### src/rtl/tm_proto_pkg.sv
// Shared definitions for the two-wire LED-driver serial protocol.
// Imported by the frame receiver, its line synchronizer, and the transmitter.
package tm_proto_pkg;

    // Command class lives in the top two bits of the first byte of a frame.
    localparam logic [1:0] CMD_NONE = 2'b00;
    localparam logic [1:0] CMD_DATA = 2'b01;
    localparam logic [1:0] CMD_CTRL = 2'b10;
    localparam logic [1:0] CMD_ADDR = 2'b11;

    // Bit of a data command that selects fixed-address mode (1) or auto-increment (0).
    localparam int FIXED_BIT = 2;

    // Receiver frame state.
    typedef enum logic [1:0] {
        IDLE   = 2'd0,
        CMD    = 2'd1,
        DATA   = 2'd2,
        IGNORE = 2'd3
    } tm_state_e;

    // Extract the command class from a command byte.
    function automatic logic [1:0] cmd_class(input logic [7:0] b);
        return b[7:6];
    endfunction

endpackage

### src/rtl/tm_line_sync.sv
// Synchronizes the asynchronous SCLK/DIN pair into the CLK domain and
// decodes bus events from the synchronized value and its one-cycle history.
module tm_line_sync #(
    parameter int SYNC_STAGES = 2
) (
    input  logic clk_i,
    input  logic rst_i,
    input  logic sclk_i,
    input  logic din_i,
    output logic start_o,
    output logic stop_o,
    output logic bit_rise_o,
    output logic s_din_o
);

    // Idle bus is high, so every flop resets to 1; no event fires out of reset.
    logic [SYNC_STAGES-1:0] clk_sync_q;
    logic [SYNC_STAGES-1:0] din_sync_q;
    logic                   p_clk_q;
    logic                   p_din_q;
    logic                   s_clk;
    logic                   s_din;

    assign s_clk = clk_sync_q[SYNC_STAGES-1];
    assign s_din = din_sync_q[SYNC_STAGES-1];

    // Synchronizer chains plus one history stage for edge detection.
    always_ff @(posedge clk_i or posedge rst_i) begin
        if (rst_i) begin
            clk_sync_q <= '1;
            din_sync_q <= '1;
            p_clk_q    <= 1'b1;
            p_din_q    <= 1'b1;
        end else begin
            clk_sync_q <= {clk_sync_q[SYNC_STAGES-2:0], sclk_i};
            din_sync_q <= {din_sync_q[SYNC_STAGES-2:0], din_i};
            p_clk_q    <= s_clk;
            p_din_q    <= s_din;
        end
    end

    // DIN moving while SCLK stays high is a start (falling) or stop (rising);
    // an SCLK rising edge is a data bit. The three cannot coincide.
    assign start_o    = p_clk_q & s_clk & p_din_q & ~s_din;
    assign stop_o     = p_clk_q & s_clk & ~p_din_q & s_din;
    assign bit_rise_o = ~p_clk_q & s_clk;
    assign s_din_o    = s_din;

endmodule

### src/rtl/tm_frame_receiver.sv
// Responder end of the SCLK/DIN LED-driver link: deserializes frames,
// decodes data/address/display-control commands, fills a 16x8 display RAM
// and exports the display state.
module tm_frame_receiver
    import tm_proto_pkg::*;
#(
    parameter int ADDR_W      = 4,
    parameter int SYNC_STAGES = 2
) (
    input  logic              CLK,
    input  logic              RST,
    input  logic              SCLK,
    input  logic              DIN,
    input  logic [ADDR_W-1:0] rd_addr,
    output logic [7:0]        rd_data,
    output logic              wr_en,
    output logic [ADDR_W-1:0] wr_addr,
    output logic [7:0]        wr_data,
    output logic              disp_on,
    output logic [2:0]        brightness,
    output logic              frame_done,
    output logic              err,
    output logic [1:0]        dbg_state
);

    localparam int DEPTH = 1 << ADDR_W;

    // Write strobe semantics: wr_en is high for exactly one CLK cycle per RAM
    // byte written; wr_addr/wr_data are valid only while wr_en is high and the
    // RAM already holds the new byte in that cycle. There is no back-pressure.

    logic ev_start;
    logic ev_stop;
    logic ev_bit;
    logic s_din;

    tm_line_sync #(
        .SYNC_STAGES(SYNC_STAGES)
    ) u_line_sync (
        .clk_i      (CLK),
        .rst_i      (RST),
        .sclk_i     (SCLK),
        .din_i      (DIN),
        .start_o    (ev_start),
        .stop_o     (ev_stop),
        .bit_rise_o (ev_bit),
        .s_din_o    (s_din)
    );

    tm_state_e         state_q, state_d;
    // Only the upper seven bits of the shifter are ever needed: the byte is
    // assembled with the incoming bit on the completing edge.
    logic [6:0]        shift_q, shift_d;
    logic [2:0]        bit_cnt_q, bit_cnt_d;
    logic [ADDR_W-1:0] addr_q, addr_d;
    logic              fixed_q, fixed_d;
    logic              seen_q, seen_d;
    logic              disp_on_q, disp_on_d;
    logic [2:0]        bright_q, bright_d;
    logic              wr_en_q, wr_en_d;
    logic [ADDR_W-1:0] wr_addr_q, wr_addr_d;
    logic [7:0]        wr_data_q, wr_data_d;
    logic              err_q, err_d;
    logic              frame_done_q, frame_done_d;
    logic [7:0]        rd_data_q;
    logic [7:0]        ram_q [DEPTH];
    logic [7:0]        byte_val;
    logic              byte_done;

    assign byte_val  = {s_din, shift_q};
    assign byte_done = ev_bit && (state_q != IDLE) && (bit_cnt_q == 3'd7);

    // Next-state and output decode for the frame FSM.
    always_comb begin
        state_d      = state_q;
        shift_d      = shift_q;
        bit_cnt_d    = bit_cnt_q;
        addr_d       = addr_q;
        fixed_d      = fixed_q;
        seen_d       = seen_q;
        disp_on_d    = disp_on_q;
        bright_d     = bright_q;
        wr_en_d      = 1'b0;
        wr_addr_d    = wr_addr_q;
        wr_data_d    = wr_data_q;
        err_d        = 1'b0;
        frame_done_d = 1'b0;

        if (ev_start || ev_stop) begin
            bit_cnt_d = 3'd0;
            // A partial byte is dropped and the whole frame counts as aborted,
            // so a later stop cannot report it as done.
            if (bit_cnt_q != 3'd0) begin
                err_d  = 1'b1;
                seen_d = 1'b0;
            end
            if (ev_start) begin
                state_d = CMD;
            end else begin
                state_d      = IDLE;
                frame_done_d = seen_q && (bit_cnt_q == 3'd0);
                seen_d       = 1'b0;
            end
        end else if (ev_bit && (state_q != IDLE)) begin
            shift_d   = byte_val[7:1];
            bit_cnt_d = bit_cnt_q + 3'd1;
            if (byte_done) begin
                seen_d = 1'b1;
                unique case (state_q)
                    CMD: begin
                        unique case (cmd_class(byte_val))
                            CMD_DATA: begin
                                fixed_d = byte_val[FIXED_BIT];
                                state_d = IGNORE;
                            end
                            CMD_ADDR: begin
                                addr_d  = ADDR_W'(byte_val[3:0]);
                                state_d = DATA;
                            end
                            CMD_CTRL: begin
                                disp_on_d = byte_val[3];
                                bright_d  = byte_val[2:0];
                                state_d   = IGNORE;
                            end
                            default: begin
                                err_d   = 1'b1;
                                state_d = IGNORE;
                            end
                        endcase
                    end
                    DATA: begin
                        wr_en_d   = 1'b1;
                        wr_addr_d = addr_q;
                        wr_data_d = byte_val;
                        if (!fixed_q) begin
                            addr_d = addr_q + 1'b1;
                        end
                    end
                    IGNORE: begin
                        err_d = 1'b1;
                    end
                    default: begin
                    end
                endcase
            end
        end
    end

    // Frame FSM state and registered outputs.
    always_ff @(posedge CLK or posedge RST) begin
        if (RST) begin
            state_q      <= IDLE;
            shift_q      <= '0;
            bit_cnt_q    <= '0;
            addr_q       <= '0;
            fixed_q      <= 1'b0;
            seen_q       <= 1'b0;
            disp_on_q    <= 1'b0;
            bright_q     <= '0;
            wr_en_q      <= 1'b0;
            wr_addr_q    <= '0;
            wr_data_q    <= '0;
            err_q        <= 1'b0;
            frame_done_q <= 1'b0;
        end else begin
            state_q      <= state_d;
            shift_q      <= shift_d;
            bit_cnt_q    <= bit_cnt_d;
            addr_q       <= addr_d;
            fixed_q      <= fixed_d;
            seen_q       <= seen_d;
            disp_on_q    <= disp_on_d;
            bright_q     <= bright_d;
            wr_en_q      <= wr_en_d;
            wr_addr_q    <= wr_addr_d;
            wr_data_q    <= wr_data_d;
            err_q        <= err_d;
            frame_done_q <= frame_done_d;
        end
    end

    // Display RAM: written alongside the wr_en strobe, cleared by reset.
    always_ff @(posedge CLK or posedge RST) begin
        if (RST) begin
            for (int i = 0; i < DEPTH; i++) begin
                ram_q[i] <= 8'h00;
            end
        end else if (wr_en_d) begin
            ram_q[wr_addr_d] <= wr_data_d;
        end
    end

    // Registered read port; a same-cycle write is seen on the following read.
    always_ff @(posedge CLK or posedge RST) begin
        if (RST) begin
            rd_data_q <= 8'h00;
        end else begin
            rd_data_q <= ram_q[rd_addr];
        end
    end

    assign rd_data    = rd_data_q;
    assign wr_en      = wr_en_q;
    assign wr_addr    = wr_addr_q;
    assign wr_data    = wr_data_q;
    assign disp_on    = disp_on_q;
    assign brightness = bright_q;
    assign frame_done = frame_done_q;
    assign err        = err_q;
    assign dbg_state  = state_q;

endmodule

### config.mk
export PLATFORM = sky130hd
export DESIGN_NAME = tm_frame_receiver
export DESIGN_NICKNAME = d
export VERILOG_FILES = /design/src/rtl/tm_proto_pkg.sv /design/src/rtl/tm_line_sync.sv /design/src/rtl/tm_frame_receiver.sv
export SDC_FILE = /design/constraint.sdc
export NUM_CORES = 1
export LEC_CHECK = 0
export BUFFER_PORTS_ARGS = -buffer_cell sky130_fd_sc_hd__buf_4
export CAP_MARGIN = 5
export CELL_PAD_IN_SITES_DETAIL_PLACEMENT = 0
export CELL_PAD_IN_SITES_GLOBAL_PLACEMENT = 1
export CORE_MARGIN = 2
export CORE_UTILIZATION = 35
export CTS_CLUSTER_DIAMETER = 40
export CTS_CLUSTER_SIZE = 10
export DETAILED_ROUTE_END_ITERATION = 6
export PLACE_DENSITY = 0.57
export SLEW_MARGIN = 15
export SYNTH_ARGS = -nofsm -noshare
export SYNTH_HDL_FRONTEND = slang
export SYNTH_SLANG_ARGS = --single-unit
### constraint.sdc
create_clock -name CLK -period 7.1 [get_ports CLK]
set_input_delay 1.42 -clock CLK [delete_from_list [all_inputs] [get_ports CLK]]
set_output_delay 1.42 -clock CLK [all_outputs]
set_load 0.005 [all_outputs]
### Yosys cells after proc, flatten, opt, wreduce, memory -nomap -nowiden

Index checks and enable logic that the tools add are counted.
W data, S select, Z words.

| storage, ports and cells | value |
|---|---|
| bits in registers | 179 |
| input port bits | 8 |
| output and inout bits | 29 |
| logic and storage cells | 122 |

| operators by class | value |
|---|---|
| add/subtract/negate cells | 2 |
| magnitude comparators | 3 |
| equal/unequal tests | 10 |
| mux-type cells | 42 |
| bitwise operators | 12 |
| reductions and logical operators | 19 |

Operators with widths:

| operator | count |
|---|---|
| $bwmux W128 | 1 |
| $mux W8 | 7 |
| $bmux W8 S4 | 1 |
| $demux W8 S4 | 1 |
| $mux W4 | 6 |
| $mux W1 | 18 |
| $ge A5 B5 Y1 const B | 2 |
| $not A4 Y5 | 2 |
| $reduce_and A5 Y1 | 2 |
| $reduce_bool A2 Y1 | 5 |
| $eq A2 B2 Y1 const B | 4 |
| $mux W2 | 4 |
| $pmux W4 S2 | 1 |
| $and A1 B1 Y1 | 6 |
| $mux W3 | 2 |
| $reduce_and A3 Y1 | 2 |
| $reduce_and A6 Y1 | 1 |
| $lt A5 B1 Y1 const B | 1 |
| $add A4 B1 Y4 const B | 1 |
| $eq A2 B1 Y1 const B | 2 |
| $logic_and A1 B1 Y1 | 4 |
| $ne A2 B2 Y1 const B | 2 |
| $not A1 Y1 | 4 |
| $add A3 B1 Y3 const B | 1 |
| other kinds (8) | 8 |

### Longest topological paths before layout

| depth | value |
|---|---|
| depth after elaboration | 13 |
| depth in mapped cells | 8 |
| gate-level depth less buffers | 7 |

### By module

A second synthesis with hierarchy kept.

| unflattened totals | value |
|---|---|
| cells, all modules | 516 |
| area total of the unflattened synthesis | 7877.6 um^2 |

By module, submodules not included:

| module | instances | cells each | area an instance (um^2) | sequential area each (um^2) |
|---|---|---|---|---|
| tm_frame_receiver | 1 | 506 | 7688.6 | 4329.2 |
| tm_line_sync | 1 | 10 | 188.9 | 157.7 |

### Least setup slack after synthesis

No wires, ideal clock.

| timing path | value |
|---|---|
| path kind | input-to-reg |
| start | in rd_addr[0] |
| end | reg rd_data_q[1], in the netlist rd_data[1] |
| setup time | 0.124 ns |
| arrival time | 2.699 ns |
| data required time | 6.976 ns |
| slack | 4.277 ns |
| cell stages on the path | 5 |
| buffers on the path | 2 |
| cells stage by stage | clkbuf_1 > buf_2 > mux4_2 > a22oi_1 > nand2_1 |

| between the ends | value |
|---|---|
| cells in the longest elaborated chain, start to end | 4 |

Ends and longest elaborated chain:

| element | RTL line | RTL |
|---|---|---|
| start, declared | tm_frame_receiver.sv:14 | `input logic [ADDR_W-1:0] rd_addr,` |
| $not A4 Y5 (implied by the code) | tm_frame_receiver.sv:198 | `rd_data_q <= ram_q[rd_addr];` |
| $bmux W8 S4 | tm_frame_receiver.sv:198 |  |
| $mux W8 (implied by the code) (2 in series) | tm_frame_receiver.sv:198 |  |
| end signal, assigned | tm_frame_receiver.sv:198 |  |
| end, declared | tm_frame_receiver.sv:65 | `logic [7:0] rd_data_q;` |

Every way passes these cells. The select of a mux whose other input is x is not followed.
A chain may end at the register's enable or synchronous reset.

### Worst setup path in the final report

| timing path | value |
|---|---|
| start | reg state_q[1], in the netlist dbg_state[1] |
| end | reg ram_q[72] (netlist name) |

| between the ends | value |
|---|---|
| elaborated cells on any way between the ends | 23 |
| classes of those cells | order compare (2); eq/ne (1); mux (15); bitwise (1); reduce/logical (4) |

RTL lines:

| element | RTL line | RTL |
|---|---|---|
| start, declared | tm_frame_receiver.sv:50 | `tm_state_e state_q, state_d;` |
| start signal, assigned | tm_frame_receiver.sv:166 | `state_q <= state_d;` |
| $reduce_bool A2 Y1 | tm_frame_receiver.sv:71, tm_frame_receiver.sv:104 |  |
| $logic_and A1 B1 Y1 | tm_frame_receiver.sv:71, tm_frame_receiver.sv:104 |  |
| $logic_and A1 B1 Y1 | tm_frame_receiver.sv:71 | `assign byte_done = ev_bit && (state_q != IDLE) && (bit_cnt_q == 3'd7);` |
| $mux W1 | tm_frame_receiver.sv:107 | `if (byte_done) begin` |
| $mux W1 (*) | tm_frame_receiver.sv:104 | `end else if (ev_bit && (state_q != IDLE)) begin` |
| $mux W1 (*) | tm_frame_receiver.sv:89 | `if (ev_start \|\| ev_stop) begin` |
| net wr_en_d | tm_frame_receiver.sv:60 | `logic wr_en_q, wr_en_d;` |
| end signal, assigned by index | tm_frame_receiver.sv:189 | `ram_q[wr_addr_d] <= wr_data_d;` |
| end, declared | tm_frame_receiver.sv:66 | `logic [7:0] ram_q [DEPTH];` |

The timed path passes the listed nets; every way through them passes the cells marked *.

==> flow_summary.json <==
{
  "portBuffers": 36,
  "place_inst": 858,
  "cp.required_ns": 7.41,
  "fmaxAchievable_mhz": 332,
  "synth.area.top_cells": "dfrtp_1 55%, mux2_2 15%, mux4_2 9.2%",
  "arrival_ns": 3.32,
  "area_growth_pct": 13.1,
  "power.leakage_uw": 0.00441,
  "dr.pass1.iters": 4,
  "wirelength_met1_um": 9240,
  "die_w_um": 154,
  "ant_nets": 0,
  "fin_setup_tns_ns": 0,
  "cap_violations": 0,
  "die_y_um": 154,
  "clkTransAtPathRegs_ns": 0.07,
  "p_per_area_mw_per_mm2": 240,
  "worstSetupEndpointType": "register",
  "top_layer_used": "met4",
  "seq_area_frac_synth_pct": 57.0,
  "grt.total_usage_pct": 17.0,
  "cts_setup_buffers": 0,
  "path_max_fanout": 13,
  "vias_per_cell": 5.21,
  "r2r-start": "dbg_state[1]",
  "worstSetupPathType": "reg2reg",
  "holdBufCountCts": 0,
  "synth.avg_cell_area_um2": 13.7,
  "grt_max_degree": 121,
  "instances_no_fill": 890,
  "clock_latency_ns": 0.43,
  "status": "finished clean",
  "r2r_cells": 5,
  "holdWs_ns": 0.356,
  "synth_top_area_share_pct": 55.0,
  "cp.depth": 5,
  "fin_skew_ns": 0.00899,
  "min_period_ns": 3.01,
  "htreeDepth": 4,
  "hold_viol_final": 0,
  "syn_nets": 587,
  "max_stage_delay_ns": 0.61,
  "cts.path.max_buffers": 2,
  "dpl.hpwl_um": 12100,
  "routabilityCongestion": 0.753,
  "vias": 4637,
  "ios": 37,
  "grt_remaining_overflow": 0,
  "grt_first_pass_wirelength_um": 30300,
  "wire_per_inst_um": 21.3,
  "min_path_cells": 0,
  "initial_core_util_pct": 35.9,
  "finalCritPeriodShare_pct": 42.4,
  "synth_area_mm2": 0.00787,
  "post_cts_resized": 0,
  "grt_pass1_vias": 4917,
  "num_rows": 54,
  "drive_gt1_share_pct": 37.7,
  "max_slew_margin_pct": 33.4,
  "synth_area_leader_cell": "dfrtp_1",
  "root_buffer": "clkbuf_16",
  "start_kind": "register",
  "n_antenna_cell": 0,
  "min_from": "u_line_sync.din_sync_q[0]",
  "path_buf_inv": 1,
  "place_ws_ns": 3.84,
  "dieArea_mm2": 0.0237,
  "slew_violations": 0,
  "worstMarginPinSlew_ns": 0.997,
  "yosys_warnings": 0,
  "finalSetupViolCount": 0,
  "synth_cells": 575,
  "cts_sinks": 179,
  "synth_seq_cells": 179,
  "wirelength_um": 18900,
  "nNetsFinal": 609,
  "met3WireLength_um": 547,
  "crit_chain": "nor2b_1 -> nand2_2 -> inv_2 -> and3_1 -> mux2_2",
  "drc": 0,
  "startpoint": "dbg_state[1]",
  "cts_tree": "built",
  "rsz0062_at_grt": "no",
  "timing.final.ws_setup_ns": 4.09,
  "cpLargestDelayFamily": "simple AND/OR/NAND/NOR gates",
  "drt_iter0_drc": 295,
  "slowest_stage": "nor2b_1",
  "ir_drop_mv": 0.139,
  "nFillCells": 2033,
  "cts_buffers": 17,
  "antenna_found_initial": 0,
  "met2WireLength_um": 8960,
  "ys_types": 45,
  "worstHoldPathType": "reg2reg",
  "coreArea_mm2": 0.0220
}
worst paths after layout:
path | endpoint | slack, ns
max | ram_q[72] | 4.09
min | u_line_sync.din_sync_q[1] | 0.36
max reg2reg | ram_q[72] | 4.09
min reg2reg | u_line_sync.din_sync_q[1] | 0.36
max in group asynchronous | ram_q[88] | 4.58
min in group asynchronous | ram_q[105] | 1.14
cell usage after synthesis (all sizes together):
master   count
inv         14
buf         18
and3b        1
a21oi       37
mux2i       10
o21bai       1
clkbuf      16
nand3b       1
and3         2
dfstp        6
a211oi       1
o22ai        2
nor3b        1
a2bb2oi      1
o21a         1
nand3        7
nand2       43
o2bb2a       1
nand2b       6
nand4b       1
mux2       104
ha           4
a21o         1
a31oi        2
o2bb2ai      1
dfrtp      173
nor4b        3
nor2        44
nor3         1
or3          2
o31ai        1
nor4         3
mux4        32
and2         1
o21ai        7
a22oi       17
nor2b        9
cells by family after synthesis:
kind of cell,Yosys count,synth area share [%]
AOI/OAI and AO/OA,73,5.56
DFF,179,57.0
buffers and inverters,48,2.70
muxes,146,25.3
and+or+nand+nor,125,8.80
adders and majority gates,4,0.636
placed cells by master, fill, tap and decap left out, types with 3 or more instances in the layout:
master / count
clkbuf_16: 17
nand2_2: 4
mux2i_1: 10
dfstp_2: 6
buf_4: 37
ha_1: 4
inv_1: 12
nor2b_1: 9
a22oi_1: 17
nor2_1: 40
o21ai_0: 6
dfrtp_1: 173
nor4_4: 3
clkinv_4: 6
mux2_2: 104
a21oi_1: 37
nand2_1: 39
nand2b_1: 6
mux4_2: 32
nand3_1: 5
nor2_2: 4
inv_6: 3
cell type report:
type / instances / area, µm² / share of cell area [%]
Tap cell: 280 / 350 / 3.93
Clock inverter: 13 / 104 / 1.17
Sequential cell: 179 / 4490 / 50.4
Clock buffer: 19 / 453 / 5.09
Multi-Input combinational cell: 348 / 3170 / 35.6
Inverter: 14 / 60.1 / 0.674
Timing Repair Buffer: 37 / 278 / 3.12
registers in the layout, summed over array words and instances, names as in the netlist, 2 cells and up:
| register | cells |
|---|---|
| addr_q | 4 |
| bit_cnt_q | 3 |
| brightness | 3 |
| dbg_state | 2 |
| ram_q | 128 |
| rd_data | 8 |
| shift_q | 7 |
| u_line_sync.clk_sync_q | 2 |
| u_line_sync.din_sync_q | 2 |
| wr_addr | 4 |
| wr_data | 8 |
stage by stage:
stage | total power, µW | area, µm² | util, %
floorplan | 1200 | 7870 | -
detailed placement | 1280 | 8350 | 38.0
finish | 2140 | 8900 | 40.6
CTS | 2180 | 8900 | 40.5
global placement | 1280 | 8350 | 38.0
global route | 2240 | 8900 | 40.6
power breakdown:
part	internal, µW	switching (µW)
clock	472	416
sequential	1040	109
combinational	39.4	62.0
layer usage:
| layer | global-route usage (%) | up-vias |
|---|---|---|
| met5 | 0 | - |
| met4 | 4.14 | 0 |
| met3 | 3.30 | 12 |
| met2 | 26.5 | 74 |
| met1 | 24.5 | 2450 |
| li1 | - | 2101 |
worst reg2reg max path: stages (launching register included):
cell and delay, ns:
dfrtp_1 0.54, nor2b_1 0.62, nand2_2 0.42, inv_2 0.32, and3_1 0.59, mux2_2 0.40
No activity file was read; power rests on OpenSTA's default activity.
